<file path="config.mk">
export PLATFORM = sky130hd
export DESIGN_NAME = pong_frame_engine
export DESIGN_NICKNAME = d
export VERILOG_FILES = /design/src/rtl/pong_frame_engine.sv
export SDC_FILE = /design/constraint.sdc
export NUM_CORES = 1
export LEC_CHECK = 0
export ABC_AREA = 0
export ABC_CLOCK_PERIOD_IN_PS = 5100
export CORE_UTILIZATION = 45
export DETAILED_ROUTE_END_ITERATION = 16
export PLACE_DENSITY = 0.66
export SLEW_MARGIN = 20
export SYNTH_ARGS = -nofsm -noshare
export SYNTH_HDL_FRONTEND = slang
export SYNTH_SLANG_ARGS = --single-unit
</file>
<file path="constraint.sdc">
create_clock -name CLK -period 5.1 [get_ports CLK]
set_input_delay 1.53 -clock CLK [delete_from_list [all_inputs] [get_ports CLK]]
set_output_delay 1.53 -clock CLK [all_outputs]
set_load 0.02 [all_outputs]
</file>
<file path="src/rtl/pong_frame_engine.sv">
// Pong game core: a frame tick derived from the line counter advances ball, paddle and score,
// and a registered pixel path colours each x/y from the current game state.
//   state   | meaning
//   SERVE   | ball parked at serve point, counting serve frames
//   PLAY    | ball moving, walls reflect, left edge checks the paddle
//   MISS    | ball frozen, background red, counting miss frames
module pong_frame_engine #(
  parameter int PADDLE_H     = 64,
  parameter int BALL_SIZE    = 8,
  parameter int BALL_SPEED   = 2,
  parameter int PADDLE_SPEED = 4,
  parameter int SERVE_FRAMES = 60,
  parameter int MISS_FRAMES  = 30
) (
  input  logic       CLK,
  input  logic       RST_N,
  input  logic [9:0] x,
  input  logic [9:0] y,
  input  logic       blank,
  input  logic       BTN_UP,
  input  logic       BTN_DN,
  output logic       R,
  output logic       G,
  output logic       B,
  output logic [3:0] hits,
  output logic [3:0] misses
);

  localparam int CNT_MAX = (SERVE_FRAMES > MISS_FRAMES) ? SERVE_FRAMES : MISS_FRAMES;
  localparam int CW      = $clog2(CNT_MAX + 1);

  localparam logic [9:0] SZ      = 10'(BALL_SIZE);
  localparam logic [9:0] BS      = 10'(BALL_SPEED);
  localparam logic [9:0] PS      = 10'(PADDLE_SPEED);
  localparam logic [9:0] PH      = 10'(PADDLE_H);
  localparam logic [9:0] SERVE_X = 10'd316;
  localparam logic [9:0] SERVE_Y = 10'd236;
  localparam logic [9:0] PY_INIT = 10'd208;
  localparam logic [9:0] PY_MIN  = 10'd4;
  localparam logic [9:0] PY_MAX  = 10'(476 - PADDLE_H);
  localparam logic [9:0] TOP     = 10'd4;
  localparam logic [9:0] BOTTOM  = 10'd476;
  localparam logic [9:0] LEFT    = 10'd24;
  localparam logic [9:0] RIGHT   = 10'd636;
  localparam logic [CW-1:0] SERVE_LAST = CW'(SERVE_FRAMES - 1);
  localparam logic [CW-1:0] MISS_LAST  = CW'(MISS_FRAMES - 1);

  typedef enum logic [1:0] {S_SERVE, S_PLAY, S_MISS} state_t;

  state_t        state_q, state_d;
  logic [CW-1:0] cnt_q, cnt_d;
  logic [9:0]    bx_q, bx_d, by_q, by_d, py_q, py_d, y_q;
  logic          dxn_q, dxn_d, dyp_q, dyp_d;
  logic [3:0]    hits_q, hits_d, misses_q, misses_d;
  logic [2:0]    rgb_q, rgb_d;
  logic          tick_w, miss_w;
  logic          in_ball, in_pad, in_border;

  assign tick_w = (y == 10'd480) && (y_q != 10'd480);

  always_comb begin
    state_d  = state_q;
    cnt_d    = cnt_q;
    bx_d     = bx_q;
    by_d     = by_q;
    dxn_d    = dxn_q;
    dyp_d    = dyp_q;
    py_d     = py_q;
    hits_d   = hits_q;
    misses_d = misses_q;
    miss_w   = 1'b0;
    if (tick_w) begin
      if (BTN_UP && !BTN_DN)
        py_d = (py_q < PY_MIN + PS) ? PY_MIN : py_q - PS;
      else if (BTN_DN && !BTN_UP)
        py_d = (py_q + PS > PY_MAX) ? PY_MAX : py_q + PS;

      unique case (state_q)
        S_SERVE: begin
          bx_d  = SERVE_X;
          by_d  = SERVE_Y;
          dxn_d = 1'b1;
          dyp_d = 1'b1;
          if (cnt_q == SERVE_LAST) begin
            state_d = S_PLAY;
            cnt_d   = '0;
          end else begin
            cnt_d = cnt_q + CW'(1);
          end
        end
        S_PLAY: begin
          // Paddle overlap uses the pre-move paddle position.
          if (dxn_q && bx_q < LEFT + BS) begin
            if (by_q + SZ > py_q && by_q < py_q + PH) begin
              bx_d   = LEFT;
              dxn_d  = 1'b0;
              hits_d = (hits_q == 4'hF) ? hits_q : hits_q + 4'd1;
            end else begin
              miss_w = 1'b1;
            end
          end else if (!dxn_q && bx_q + SZ + BS > RIGHT) begin
            bx_d  = RIGHT - SZ;
            dxn_d = 1'b1;
          end else begin
            bx_d = dxn_q ? bx_q - BS : bx_q + BS;
          end

          if (!dyp_q && by_q < TOP + BS) begin
            by_d  = TOP;
            dyp_d = 1'b1;
          end else if (dyp_q && by_q + SZ + BS > BOTTOM) begin
            by_d  = BOTTOM - SZ;
            dyp_d = 1'b0;
          end else begin
            by_d = dyp_q ? by_q + BS : by_q - BS;
          end

          if (miss_w) begin
            bx_d     = bx_q;
            by_d     = by_q;
            dxn_d    = dxn_q;
            dyp_d    = dyp_q;
            state_d  = S_MISS;
            cnt_d    = '0;
            misses_d = (misses_q == 4'hF) ? misses_q : misses_q + 4'd1;
          end
        end
        S_MISS: begin
          if (cnt_q == MISS_LAST) begin
            state_d = S_SERVE;
            cnt_d   = '0;
            bx_d    = SERVE_X;
            by_d    = SERVE_Y;
            dxn_d   = 1'b1;
            dyp_d   = 1'b1;
          end else begin
            cnt_d = cnt_q + CW'(1);
          end
        end
        default: state_d = S_SERVE;
      endcase
    end
  end

  assign in_ball   = (x >= bx_q) && (x < bx_q + SZ) && (y >= by_q) && (y < by_q + SZ);
  assign in_pad    = (x >= 10'd16) && (x <= 10'd23) && (y >= py_q) && (y < py_q + PH);
  assign in_border = (x < 10'd4) || (x > 10'd635) || (y < 10'd4) || (y > 10'd475);

  always_comb begin
    rgb_d = 3'b000;
    if (blank)                 rgb_d = 3'b000;
    else if (in_ball)          rgb_d = 3'b111;
    else if (in_pad)           rgb_d = 3'b010;
    else if (in_border)        rgb_d = 3'b001;
    else if (state_q == S_MISS) rgb_d = 3'b100;
  end

  always_ff @(posedge CLK or negedge RST_N) begin
    if (!RST_N) begin
      state_q  <= S_SERVE;
      cnt_q    <= '0;
      bx_q     <= SERVE_X;
      by_q     <= SERVE_Y;
      dxn_q    <= 1'b1;
      dyp_q    <= 1'b1;
      py_q     <= PY_INIT;
      hits_q   <= 4'd0;
      misses_q <= 4'd0;
      rgb_q    <= 3'b000;
      y_q      <= 10'd0;
    end else begin
      state_q  <= state_d;
      cnt_q    <= cnt_d;
      bx_q     <= bx_d;
      by_q     <= by_d;
      dxn_q    <= dxn_d;
      dyp_q    <= dyp_d;
      py_q     <= py_d;
      hits_q   <= hits_d;
      misses_q <= misses_d;
      rgb_q    <= rgb_d;
      y_q      <= y;
    end
  end

  assign R      = rgb_q[2];
  assign G      = rgb_q[1];
  assign B      = rgb_q[0];
  assign hits   = hits_q;
  assign misses = misses_q;

endmodule

</file>
**After elaboration in Yosys (flattened, before gate mapping)**

Cells that the tools add are included.

- Input bits: 25
- Logic and storage cells: 139
- Output and inout bits: 11
- Flip-flop bits (word level): 61

- Bitwise logic cells: 2
- $lt $le $gt $ge: 20
- Equal/unequal tests: 15
- Muxes and demuxes: 44
- Reductions and logical operators: 33
- Add/subtract/negate cells: 14

Operators by type and width:

| kind | count |
|---|---|
| 10-bit two-way mux | 15 |
| 10-bit case mux with 3 select lines | 2 |
| 10-bit by 2-bit adder with 10-bit output (second input constant) | 4 |
| 10-bit less-than comparator | 4 |
| 10-bit >= comparator | 3 |
| 10-bit by 9-bit greater-than comparator with 1-bit output (second input constant) | 3 |
| 10-bit by 3-bit less-than comparator with 1-bit output (second input constant) | 3 |
| 10-bit by 4-bit adder with 10-bit output (second input constant) | 2 |
| 10-bit greater-than comparator (second input constant) | 2 |
| 10-bit by 2-bit subtractor with 10-bit output (second input constant) | 2 |
| 6-bit two-way mux | 3 |
| 6-bit case mux with 3 select lines | 1 |
| 3-bit two-way mux | 5 |
| 5-bit AND reduction | 3 |
| 1-bit logical AND | 14 |
| 1-bit two-way mux | 12 |
| 4-bit AND reduction | 3 |
| 10-bit by 3-bit adder with 10-bit output (second input constant) | 1 |
| 10-bit by 7-bit adder with 10-bit output (second input constant) | 1 |
| 10-bit by 9-bit == test with 1-bit output (second input constant) | 1 |
| 10-bit by 5-bit >= comparator with 1-bit output (second input constant) | 1 |
| 10-bit greater-than comparator | 1 |
| 10-bit by 5-bit <= comparator with 1-bit output (second input constant) | 1 |
| 10-bit by 4-bit less-than comparator with 1-bit output (second input constant) | 1 |
| other kinds (24) | 40 |

**Longest topological paths before layout**

- Depth in word-level cells: 9
- Mapped depth: 16
- Mapped depth without buffers: 13

**Worst setup path after synthesis**

OpenSTA, ideal clock, no wires.

- Path type: register to register
- Start: register by_q[3]
- End: register bx_q[7]
- Slack: 1,644 ps
- Clock period less this slack: 3,456 ps
- Stages on the path, launching flop included: 16
- Arrival time: 3,360 ps
- Cells stage by stage: dfstp_2 > ha_1 > buf_2 > nand2_1 > or3_1 > and2_1 > inv_1 > ha_1 > nand4_1 > nor4_1 > a2111oi_0 > and3_1 > o21ai_1 > buf_2 > buf_2 > o31ai_1

- Word-level cells in the longest chain between the ends: 9

RTL lines:

| element | RTL line | text |
|---|---|---|
| start, declared | 52 | `logic [9:0] bx_q, bx_d, by_q, by_d, py_q, py_d, y_q;` |
| start signal, assigned | 175 | `by_q <= by_d;` |
| 10-bit by 4-bit adder with 10-bit output | 94 | `if (by_q + SZ > py_q && by_q < py_q + PH) begin` |
| 10-bit greater-than comparator | 94 |  |
| 1-bit logical AND (*) | 94 |  |
| 1-bit two-way mux | 94 |  |
| 1-bit two-way mux | 93 | `if (dxn_q && bx_q < LEFT + BS) begin` |
| 1-bit two-way mux | 78 | `unique case (state_q)` |
| 1-bit two-way mux | 72 | `if (tick_w) begin` |
| 2-bit inequality test (no source line) | n/a |  |
| 5-bit AND reduction (no source line) (*) | n/a |  |
| end signal, assigned | 162 | `bx_q <= SERVE_X;` |
| end signal, assigned | 174 | `bx_q <= bx_d;` |
| end, declared | 52 |  |

Mark *: on every way between the ends. The rest lies on a longest branch, timed or not. The select of a mux whose other input is x is not followed.
A chain may end at the register's enable or synchronous reset.

**Worst setup path after layout**

- Start: register by_q[3]
- End: register by_q[5]

- Word-level cells in the longest chain between the ends: 9

RTL lines:

| element |
|---|
| branches (longest 9 deep; another with 10-bit by 4-bit adder with 10-bit output) |

Parallel ways; which one is timed is not known. The select of a mux whose other input is x is not followed.

==> results.txt <==
Worst EP required -> 5.33 ns
Finished Cell Area -> 0.00632 mm²
status -> complete, no violations
hold_buf cts -> 0
Die X -> 113 µm
setup repair after global routing missed its margin -> no
1st-iter DRT viols -> 335
Cell Area, Placed -> 0.00599 mm²
P&R area growth vs syn -> 14.5%
worst path bufs/invs -> 2
Sequential Area -> 0.00145 mm²
Post-synth top cells -> ha_1, inv_1, nand2_1
PwrDens -> 208 mW/mm²
number of global-route vias before repair -> 4,792
CTS H-tree lvls -> 3
worst path arrival time -> 4.35 ns
clk slew on worst S/H paths -> 0.05 ns
Post-synth EDFFs -> 0
routed wire length -> 13,800 µm
Cell Chain, Critical Path -> ha_1, buf_4, nand2_1, o21ai_0, and2_1, inv_1, ha_1, nand4_1, nor4_1, a2111oi_0, and3_1, o21ai_4, a311oi_1, a21oi_1
Critical R2R Capture -> by_q[5]$_DFFE_PN1P_
CP max FO -> 30
reg2reg setup slack -> 0.98 ns
Main synth FF type -> dfrtp_1
CP delay by family, top -> compound AO/OA/AOI/OAI gates
Slew headroom -> 49.2%
routability cong. -> 0.843
cells after synthesis -> 629
largest net degree at the start of global routing -> 58
total power -> 0.00131 W
top-level I/O count -> 36
slowest CP cell -> dfstp_2
clock sinks -> 57
fin nets -> 782
Hold Path Sink -> misses[3]$_DFFE_PN0P_
Int Pwr -> 0.000971 W
Net Sw Frac -> 26.1%
max-slew violation count -> 0
Max Freq -> 243 MHz
clock root cell -> clkbuf_16
Layout fillers -> 1,100
Setup violations, final -> 0
initial antenna violation count -> 0
Clk network pwr share -> 49.8%
Synth cell types -> 75
setup_tns -> 0 ns
period utilization -> 80.8%
DRC -> 0
CP Class -> reg -> reg
worst skew pair latency -> 0.34 ns
TritonCTS clock tree -> yes
Setup Fix Bufs, Post-CTS -> 0
dominant cell type by area after synthesis -> ha_1
area of the multi-input gates -> 0.00381 mm²
Critical Path Start Type -> flip-flop
Cell Area, Synth -> 0.00552 mm²
CTS Buf Count -> 9
top-area cell type share of the netlist area -> 20.9%
asr flop ratio synth -> 100%
first-pass GRT wire length -> 23,200 µm
initial core utilization -> 46.1%
via/cell ratio -> 6.00
Min Hold Slack -> 0.502 ns
Post-DRT Antenna Nets -> 0
Die Ht -> 113 µm
die area -> 0.0127 mm²
GR Util All Layers -> 23.0%
reg2reg start -> by_q[3]$_DFFE_PN1P_
Port Buf Inserts -> 34
Gate power share -> 14.0%
Crit path top cell by count -> ha_1
fin util -> 52.8%
routed vias -> 4,887
net switching power -> 0.000342 W
worst vdd rail ir drop -> 0.154 mV
Antenna diodes -> 0
share of layout cells above drive strength 1 -> 7.78%
drt wl/cell -> 17.0 µm
core area -> 0.0120 mm²
clk buf depth -> 2
Rows -> 40
max incr delay on CP -> 0.66 ns
Leak -> 2.76 nW
GRT overflow -> 0
Syn Nets -> 748
cts repair resizes -> 0
CP endpoint kind -> flip-flop
Detailed Place HPWL -> 10,500 µm
worst slew pin tran -> 0.763 ns
Hold Path Depth -> 1
flops & latches, synth -> 57
Max-cap violations -> 0
Sequential Power Share -> 36.2%
Tightest Hold Check Type -> reg -> reg
Ys Warns -> 0
drt pass-1 iters -> 5
Seq/Total Area, Yosys -> 26.2%
Reg2Reg Depth -> 14
syn avg cell area -> 8.77 µm²
Synth area leaders -> ha_1, dfrtp_1, dfstp_2
crit path time final -> 4.12 ns
Max Clock Skew -> 0.0105 ns
top-count cell post-synth -> ha_1
final hold violations -> 0
hold wc startpoint -> misses[3]$_DFFE_PN0P_
-- final cells by class --
cell class                      count  area share (%)
Inverter                           52            3.09
Tap cell                          147            2.91
Clock buffer                        9            3.57
Sequential cell                    57            22.9
Clock inverter                      7            1.51
Timing Repair Buffer               37            5.67
Multi-Input combinational cell    506            60.4
-- placed cells by master, fill, tap and decap left out, drive strengths merged, types with 10 or more instances in the layout --
master         instances
a21o                  11
a21oi                 36
clkdlybuf4s50         33
dfrtp                 42
dfstp                 15
ha                    92
inv                   52
nand2                 47
nand3                 32
nor2                  29
nor3                  13
nor4                  11
o211ai                10
o21ai                 43
xnor2                 22
xor2                  10
-- logic make-up (layout without fill, tap and decap cells) --
group                    after synthesis  after routing  share of synthesized area, %
flip-flops                            57             57                          26.2
adder cells (fa/ha/maj)               95             95                          21.8
XOR/XNOR                              32             32                          5.08
multiplexers                           4              4                         0.794
buffers and inverters                 66            105                          4.90
AO/OA/AOI/OAI                        186            186                          23.4
AND/OR/NAND/NOR                      189            189                          17.8
-- registers in the layout (all words and copies together), names as in the netlist --
signal	cells
rgb_q	3
cnt_q	6
by_q	9
state_q	2
bx_q	9
y_q	10
py_q	8
dxn_q	1
dyp_q	1
misses	4
hits	4
-- worst max-delay path by stage --
stage / depth (start not counted) / endpoint / slack, ns / from
after floorplan: 15 / bx_q[7]$_DFFE_PN0P_ / 1.64 / by_q[3]$_DFFE_PN1P_
after global placement: 14 / by_q[6]$_DFFE_PN1P_ / 0.86 / by_q[3]$_DFFE_PN1P_
after detailed placement: 14 / by_q[9]$_DFFE_PN0P_ / 0.79 / by_q[3]$_DFFE_PN1P_
after CTS: 14 / by_q[9]$_DFFE_PN0P_ / 0.79 / by_q[3]$_DFFE_PN1P_
after global routing: 14 / cnt_q[2]$_DFFE_PN0P_ / 0.56 / by_q[3]$_DFFE_PN1P_
final: 14 / by_q[5]$_DFFE_PN1P_ / 0.98 / by_q[3]$_DFFE_PN1P_
-- power by group through the flow --
stage | clock [W] | sequential (W) | combinational, W
6_report | 0.000653 | 0.000476 | 0.000184
5_1_grt | 0.000686 | 0.000477 | 0.000209
4_1_cts | 0.000665 | 0.000475 | 0.000184
3_5_place_dp | 0 | 0.000483 | 0.000182
3_3_place_gp | 0 | 0.000482 | 0.000177
2_1_floorplan | 0 | 0.000479 | 0.000113
-- stage by stage --
step / setup slack (ns) / cells
floorplan: 1.64 / 629
global placement: 0.856 / 799
detailed placement: 0.791 / 799
CTS: 0.791 / 815
global route: 0.555 / 815
finish: 0.981 / 815
-- metal layers --
layer | up-vias | GRT usage [%] | wire [µm]
met4 | 0 | 6.84 | 220
met5 | - | 0 | 0
li1 | 2418 | - | -
met3 | 21 | 4.77 | 573
met2 | 103 | 38.8 | 6530
met1 | 2345 | 29.7 | 6490
(Power assumes the default switching activity.)
